$ cat config.mk
export PLATFORM = sky130hd
export DESIGN_NAME = atm_keypad_entry
export DESIGN_NICKNAME = d
export VERILOG_FILES = /design/src/rtl/atm_pkg.sv /design/src/rtl/bcd_accumulator.sv /design/src/rtl/atm_keypad_entry.sv
export SDC_FILE = /design/constraint.sdc
export NUM_CORES = 1
export LEC_CHECK = 0
export ABC_CLOCK_PERIOD_IN_PS = 3150
export BUFFER_PORTS_ARGS = -buffer_cell sky130_fd_sc_hd__buf_2
export CAP_MARGIN = 10
export CORE_UTILIZATION = 54
export CTS_CLUSTER_DIAMETER = 30
export DETAILED_ROUTE_END_ITERATION = 10
export PLACE_DENSITY = 0.85
export RECOVER_POWER = 50
export SLEW_MARGIN = 20
export SYNTH_ARGS = -nofsm -noshare
export SYNTH_HDL_FRONTEND = slang
export SYNTH_SLANG_ARGS = --single-unit
export TNS_END_PERCENT = 50
$ cat constraint.sdc
create_clock -name clk -period 3.15 [get_ports clk]
set_clock_uncertainty 0.1 [all_clocks]
set_input_delay 0.63 -clock clk [delete_from_list [all_inputs] [get_ports clk]]
set_output_delay 0.63 -clock clk [all_outputs]
set_load 0.03 [all_outputs]
$ cat src/rtl/atm_pkg.sv
// rtl/atm_pkg.sv - shared key codes, widths and FSM state encoding for the keypad front-end
package atm_pkg;

    localparam logic [3:0] KEY_CLEAR  = 4'hA;
    localparam logic [3:0] KEY_ENTER  = 4'hB;
    localparam logic [3:0] KEY_CANCEL = 4'hC;

    localparam int ACC_W   = 12;
    localparam int PIN_W   = 4;
    localparam int ACC_MAX = 4095;
    localparam int PIN_MAX = 15;

    typedef enum logic [2:0] {
        ST_ACC_ENTRY = 3'd0,
        ST_PIN_ENTRY = 3'd1,
        ST_REQUEST   = 3'd2,
        ST_WAIT_AUTH = 3'd3,
        ST_SESSION   = 3'd4,
        ST_LOCKED    = 3'd5
    } state_t;

endpackage

$ cat src/rtl/bcd_accumulator.sv
// rtl/bcd_accumulator.sv - decimal digit accumulator with value and digit-count limits
//   clk, rst  : clock, synchronous active-high reset
//   clear     : zero value and digit count (wins over load)
//   load      : append digit when digit_ok
//   digit     : decimal digit 0-9
//   value     : accumulated value
//   count     : digits currently held
//   digit_ok  : appending digit would stay within both limits
module bcd_accumulator #(
    parameter int W          = 12,
    parameter int MAX_VAL    = 4095,
    parameter int MAX_DIGITS = 4,
    parameter int CW         = $clog2(MAX_DIGITS + 1)
) (
    input  logic          clk,
    input  logic          rst,
    input  logic          clear,
    input  logic          load,
    input  logic [3:0]    digit,
    output logic [W-1:0]  value,
    output logic [CW-1:0] count,
    output logic          digit_ok
);

    logic [W-1:0]  value_q, value_d;
    logic [CW-1:0] count_q, count_d;
    logic [15:0]   val_next;

    always_comb begin
        // 16-bit intermediate so the overflow check itself cannot wrap
        val_next = 16'(value_q) * 16'd10 + {12'd0, digit};
        digit_ok = (count_q < CW'(MAX_DIGITS)) && (val_next <= 16'(MAX_VAL));
        value_d  = value_q;
        count_d  = count_q;
        if (clear) begin
            value_d = '0;
            count_d = '0;
        end else if (load && digit_ok) begin
            value_d = val_next[W-1:0];
            count_d = count_q + CW'(1);
        end
    end

    always_ff @(posedge clk) begin
        if (rst) begin
            value_q <= '0;
            count_q <= '0;
        end else begin
            value_q <= value_d;
            count_q <= count_d;
        end
    end

    assign value = value_q;
    assign count = count_q;

endmodule

$ cat src/rtl/atm_keypad_entry.sv
// rtl/atm_keypad_entry.sv - keypad front-end: account/PIN entry, auth wait, lockout, session exit
//   clk, rst              : clock, synchronous active-high reset
//   key_valid, key_code   : one key per strobe (0-9 digit, A clear, B enter, C cancel)
//   auth_result_valid     : verdict strobe, auth_ok sampled with it
//   accNumber, pin        : registered credentials, nonzero only from REQUEST to session end
//   auth_req, exit        : registered one-cycle pulses
//   entry_error           : registered one-cycle pulse on a rejected key
//   session_active, locked: state levels
//   fail_count            : consecutive failed authentications
module atm_keypad_entry
    import atm_pkg::*;
#(
    parameter int MAX_ATTEMPTS = 3,
    parameter int LOCK_CYCLES  = 16,
    parameter int AUTH_TIMEOUT = 8,
    parameter int ACC_DIGITS   = 4,
    parameter int PIN_DIGITS   = 2
) (
    input  logic              clk,
    input  logic              rst,
    input  logic              key_valid,
    input  logic [3:0]        key_code,
    input  logic              auth_result_valid,
    input  logic              auth_ok,
    output logic [ACC_W-1:0]  accNumber,
    output logic [PIN_W-1:0]  pin,
    output logic              auth_req,
    output logic              session_active,
    output logic              exit,
    output logic              locked,
    output logic              entry_error,
    output logic [2:0]        fail_count
);

    localparam int ACC_CW = $clog2(ACC_DIGITS + 1);
    localparam int PIN_CW = $clog2(PIN_DIGITS + 1);
    localparam int TMR_W  = $clog2(AUTH_TIMEOUT + 1);
    localparam int LCK_W  = $clog2(LOCK_CYCLES + 1);

    state_t             state_q, state_d;
    logic [2:0]         fail_q, fail_d;
    logic [TMR_W-1:0]   timer_q, timer_d;
    logic [LCK_W-1:0]   lock_q, lock_d;
    logic [ACC_W-1:0]   acc_out_q, acc_out_d;
    logic [PIN_W-1:0]   pin_out_q, pin_out_d;
    logic               auth_req_q, auth_req_d;
    logic               exit_q, exit_d;
    logic               err_q, err_d;

    logic               acc_clear, acc_load, acc_ok;
    logic               pin_clear, pin_load, pin_ok;
    logic [ACC_W-1:0]   acc_value;
    logic [PIN_W-1:0]   pin_value;
    logic [ACC_CW-1:0]  acc_count;
    logic [PIN_CW-1:0]  pin_count;

    logic               is_digit;
    logic               fail_now;
    logic [2:0]         fail_inc;

    bcd_accumulator #(
        .W(ACC_W), .MAX_VAL(ACC_MAX), .MAX_DIGITS(ACC_DIGITS), .CW(ACC_CW)
    ) u_acc (
        .clk(clk), .rst(rst), .clear(acc_clear), .load(acc_load), .digit(key_code),
        .value(acc_value), .count(acc_count), .digit_ok(acc_ok)
    );

    bcd_accumulator #(
        .W(PIN_W), .MAX_VAL(PIN_MAX), .MAX_DIGITS(PIN_DIGITS), .CW(PIN_CW)
    ) u_pin (
        .clk(clk), .rst(rst), .clear(pin_clear), .load(pin_load), .digit(key_code),
        .value(pin_value), .count(pin_count), .digit_ok(pin_ok)
    );

    always_comb begin
        is_digit = (key_code <= 4'd9);
        fail_inc = fail_q + 3'd1;
        // A verdict in the expiry cycle is checked first, so it beats the timeout
        fail_now = (state_q == ST_WAIT_AUTH) &&
                   (auth_result_valid ? !auth_ok : (timer_q == '0));

        state_d    = state_q;
        fail_d     = fail_q;
        timer_d    = timer_q;
        lock_d     = lock_q;
        acc_out_d  = acc_out_q;
        pin_out_d  = pin_out_q;
        auth_req_d = 1'b0;
        exit_d     = 1'b0;
        err_d      = 1'b0;
        acc_clear  = 1'b0;
        acc_load   = 1'b0;
        pin_clear  = 1'b0;
        pin_load   = 1'b0;

        case (state_q)
            ST_ACC_ENTRY: begin
                if (key_valid) begin
                    if (is_digit) begin
                        if (acc_ok) acc_load = 1'b1;
                        else        err_d    = 1'b1;
                    end else if (key_code == KEY_CLEAR || key_code == KEY_CANCEL) begin
                        acc_clear = 1'b1;
                    end else if (key_code == KEY_ENTER) begin
                        if (acc_count == '0) err_d   = 1'b1;
                        else                 state_d = ST_PIN_ENTRY;
                    end
                end
            end
            ST_PIN_ENTRY: begin
                if (key_valid) begin
                    if (is_digit) begin
                        if (pin_ok) pin_load = 1'b1;
                        else        err_d    = 1'b1;
                    end else if (key_code == KEY_CLEAR) begin
                        pin_clear = 1'b1;
                    end else if (key_code == KEY_CANCEL) begin
                        acc_clear = 1'b1;
                        pin_clear = 1'b1;
                        state_d   = ST_ACC_ENTRY;
                    end else if (key_code == KEY_ENTER) begin
                        if (pin_count == '0) begin
                            err_d = 1'b1;
                        end else begin
                            // Credentials move to the output registers; the entry
                            // buffers are emptied now so every later exit path
                            // lands in ACC_ENTRY with clean buffers.
                            acc_out_d  = acc_value;
                            pin_out_d  = pin_value;
                            acc_clear  = 1'b1;
                            pin_clear  = 1'b1;
                            auth_req_d = 1'b1;
                            state_d    = ST_REQUEST;
                        end
                    end
                end
            end
            ST_REQUEST: begin
                // Counts down to zero, so WAIT_AUTH spans exactly AUTH_TIMEOUT cycles
                timer_d = TMR_W'(AUTH_TIMEOUT - 1);
                state_d = ST_WAIT_AUTH;
            end
            ST_WAIT_AUTH: begin
                if (auth_result_valid && auth_ok) begin
                    fail_d  = 3'd0;
                    state_d = ST_SESSION;
                end else if (fail_now) begin
                    fail_d    = fail_inc;
                    acc_out_d = '0;
                    pin_out_d = '0;
                    if (fail_inc == 3'(MAX_ATTEMPTS)) begin
                        lock_d  = LCK_W'(LOCK_CYCLES - 1);
                        state_d = ST_LOCKED;
                    end else begin
                        state_d = ST_ACC_ENTRY;
                    end
                end else begin
                    timer_d = timer_q - TMR_W'(1);
                end
            end
            ST_SESSION: begin
                if (key_valid && key_code == KEY_CANCEL) begin
                    exit_d    = 1'b1;
                    acc_out_d = '0;
                    pin_out_d = '0;
                    state_d   = ST_ACC_ENTRY;
                end
            end
            ST_LOCKED: begin
                if (lock_q == '0) begin
                    fail_d  = 3'd0;
                    state_d = ST_ACC_ENTRY;
                end else begin
                    lock_d = lock_q - LCK_W'(1);
                end
            end
            default: state_d = ST_ACC_ENTRY;
        endcase
    end

    always_ff @(posedge clk) begin
        if (rst) begin
            state_q    <= ST_ACC_ENTRY;
            fail_q     <= '0;
            timer_q    <= '0;
            lock_q     <= '0;
            acc_out_q  <= '0;
            pin_out_q  <= '0;
            auth_req_q <= 1'b0;
            exit_q     <= 1'b0;
            err_q      <= 1'b0;
        end else begin
            state_q    <= state_d;
            fail_q     <= fail_d;
            timer_q    <= timer_d;
            lock_q     <= lock_d;
            acc_out_q  <= acc_out_d;
            pin_out_q  <= pin_out_d;
            auth_req_q <= auth_req_d;
            exit_q     <= exit_d;
            err_q      <= err_d;
        end
    end

    assign accNumber      = acc_out_q;
    assign pin            = pin_out_q;
    assign auth_req       = auth_req_q;
    assign exit           = exit_q;
    assign entry_error    = err_q;
    assign fail_count     = fail_q;
    assign session_active = (state_q == ST_SESSION);
    assign locked         = (state_q == ST_LOCKED);

endmodule

==> flow_metrics.env <==
export IMPL_p_leak_nw=1.723
export IMPL_rows=29
export IMPL_n_antenna_cell=0
export IMPL_start_util_pct=56.44
export IMPL_cp_max_fo=14
export IMPL_numPortBuffers=32
export IMPL_cellPowerDensity_nw_per_um2=342.7
export IMPL_timing_rr_start="u_acc.value[5]$_SDFFE_PP0P_"
export IMPL_vdd_drop_max_mv=0.2370
export IMPL_post_dp_hpwl_um=6528
export IMPL_firstDrtPassIters=8
export IMPL_die_h_um=83.93
export IMPL_fp_dieArea_um2=7044
export IMPL_holdCritStartpoint="accNumber[2]$_SDFFE_PP0P_"
export IMPL_tns_ns=-0.09155
export IMPL_max_freq_ghz=0.3085
export IMPL_r2r_end="u_acc.value[9]$_SDFFE_PP0P_"
export IMPL_clock_latency_ns=0.33
export IMPL_yosysSeqAreaShare_pct=30.38
export IMPL_violations="DRC, setup timing"
export IMPL_cts_root_buf="clkbuf_8"
export IMPL_min_path_type="register to register"
export IMPL_dp_worst_setup_slack_ns=-0.09279
export IMPL_slew_headroom_pct=57.27
export IMPL_drv_cap=0
export IMPL_r2r_cells=12
export IMPL_syn2layout_area_growth_pct=23.40
export IMPL_drive_above_1_share_pct=23.43
export IMPL_rsz0062_at_grt="true"
export IMPL_cts_sinks=55
export IMPL_ant_nets=0
export IMPL_ys_seq_elements=55
export IMPL_syn_inst=438
export IMPL_yosysMostFrequentCell="dfxtp_1"
export IMPL_grt_overflow=0
export IMPL_clockBufferDepth=2
export IMPL_synth_ff_type="dfxtp_1"
export IMPL_multi_input_area_um2=2658
export IMPL_hold_buffers=0
export IMPL_worstPathRequired_ns=3.25
export IMPL_cts_tree="built"
export IMPL_synth_top_area_share_pct=30.38
export IMPL_utilization_pct=69.65
export IMPL_grt_pass1_wl_um=15160
export IMPL_place_gp_congestion=0.8807
export IMPL_setup_viol=1
export IMPL_yosysTopAreaCell="dfxtp_1"
export IMPL_whs_path_depth=2
export IMPL_io_pins=33
export IMPL_wirelength_um=9696
export IMPL_rrSetupSlack_ns=-0.09
export IMPL_cts_htree_levels=2
export IMPL_clk_pin_slew_worst_paths_ns=0.10
export IMPL_synth_edff_count=0
export IMPL_synth_net_count=489
export IMPL_vias=3511
export IMPL_hold_violations=0
export IMPL_worst_slew_pin_slew_ns=0.6396
export IMPL_critPathKind="register to register"
export IMPL_grt_use_total_pct=26.61
export IMPL_arrival_ns=3.34
export IMPL_viasPerCell=6.138
export IMPL_grt_max_degree=35
export IMPL_maxSlewViolCount=0
export IMPL_fill_cells=476
export IMPL_worst_slack_ns=-0.09155
export IMPL_synth_common_cells="55 x dfxtp_1, 50 x a21oi_1, 38 x ha_1, 37 x nand3_1, 32 x nand2_1"
export IMPL_die_x_um=83.93
export IMPL_avgSynthCellArea_um2=8.276
export IMPL_drc_errors=8
export IMPL_drt_iter0_drc=215
export IMPL_start_kind="register"
export IMPL_whs_endpoint="accNumber[2]$_SDFFE_PP0P_"
export IMPL_ys_async_sr_fraction_pct=0
export IMPL_grt_antenna_before_repair=0
export IMPL_core_area_um2=6422
export IMPL_synthTopCellsByArea="dfxtp_1 30%, ha_1 13%, a21oi_1 6.9%"
export IMPL_ys_types=60
export IMPL_wl_per_cell_um=16.95
export IMPL_yosys_warnings=0
export IMPL_grt_pass1_vias=3387
export IMPL_seq_area_um2=1112
export IMPL_nets=545
export IMPL_min_period_over_period_pct=102.9
export IMPL_fin_crit_ns=3.242
export IMPL_syn_area_um2=3625
export IMPL_cts_made_buffers=5
export IMPL_worst_setup_path_end_kind="register"
export IMPL_status="finished with violations"
==> cells in the final DEF (no fill, tap or decap), types with 6 or more instances in the layout <==
master    netlist  routed
buf_2           2      10
clkbuf_8        0       6
ha_4            0       7
dfxtp_1        55      52
xor2_1          6       6
o21ai_0        16      12
xnor2_1        11      10
nand2_1        32      32
nor3_1         12      11
buf_4           0      30
clkbuf_1       13      22
a21oi_2         5       7
nand3_1        37      34
o21ai_2         0      11
nand2b_1        7       7
inv_1          23      23
nor2_1         31      31
a211oi_1        7       6
a21oi_1        50      47
ha_1           38      30
==> through the flow <==
stage	instance area [µm²]	instances	hold slack, ns	power [mW]
2_1_floorplan	3628	438	0.3316	0.8804
3_3_place_gp	3990	554	0.3376	0.9523
3_5_place_dp	3990	554	0.3428	0.9593
4_1_cts	4179	566	0.3555	1.466
5_1_grt	4473	572	0.3854	1.585
6_report	4473	572	0.3571	1.533
==> where the power goes <==
group	switching, mW	internal, mW
clock	0.256	0.262
sequential	0.0152	0.707
combinational	0.161	0.132
==> repair_timing <==
action / in CTS / in global routing
setup endpoints to repair: 15 / 20
setup buffers: 3 / 6
gates cloned: 1 / 0
resized for setup: 9 / 54
pin swaps: 4 / 32
==> flip-flops by register name, indices dropped and copies added (netlist names) <==
name	count
lock_q	5
fail_count	3
pin	4
entry_error	1
u_acc.count	3
u_acc.value	12
u_pin.count	2
accNumber	12
state_q	3
u_pin.value	4
exit	1
timer_q	4
auth_req	1
==> routing by layer <==
layer	wire length, µm	vias up	global-route usage (%)
li1	-	1690	-
met1	3893	1673	30.86
met2	5047	124	47.62
met3	529	24	4.946
met4	225	0	11.44
met5	0	-	0
==> logic make-up after synthesis <==
family / after synthesis / share of synthesized area, %
AND/OR/NAND/NOR: 158 / 22.54
AO/OA/AOI/OAI: 118 / 20.82
flip-flops: 55 / 30.38
adder cells (fa/ha/maj): 42 / 15.33
buffers and inverters: 41 / 4.729
XOR/XNOR: 17 / 4.108
multiplexers: 7 / 2.106
==> critical path: stages (launching register included) <==
cell and delay, ns:
dfxtp_1 0.36, buf_4 0.17, ha_1 0.32, ha_2 0.29, a21o_1 0.18, a21oi_4 0.17
a21oi_1 0.13, a211oi_2 0.29, mux2i_2 0.14, or4_4 0.44, buf_8 0.18, o21ai_2 0.23
a21oi_2 0.11
==> worst max path at each step <==
stage               slack (ns)  cells after the start                        start                      endpoint
floorplan               0.0009                     11  u_acc.value[1]$_SDFFE_PP0P_   u_acc.count[1]$_SDFFE_PP0P_
global placement        -0.002                     10  u_acc.value[4]$_SDFFE_PP0P_  u_acc.value[11]$_SDFFE_PP0P_
detailed placement       -0.09                     10  u_acc.value[4]$_SDFFE_PP0P_  u_acc.value[11]$_SDFFE_PP0P_
CTS                      0.007                     14  u_acc.value[3]$_SDFFE_PP0P_   u_acc.value[9]$_SDFFE_PP0P_
global route             -0.14                     14  u_acc.value[3]$_SDFFE_PP0P_   u_acc.value[9]$_SDFFE_PP0P_
finish                   -0.09                     12  u_acc.value[5]$_SDFFE_PP0P_   u_acc.value[9]$_SDFFE_PP0P_
==> cell type report <==
type | count | share of cell area, %
Clock buffer | 6 | 1.846
Clock inverter | 2 | 0.8671
Inverter | 24 | 2.014
Multi-Input combinational cell | 343 | 59.41
Sequential cell | 55 | 24.87
Tap cell | 77 | 2.154
Timing Repair Buffer | 65 | 8.839
Note: power is estimated with default switching activity, not from simulation.
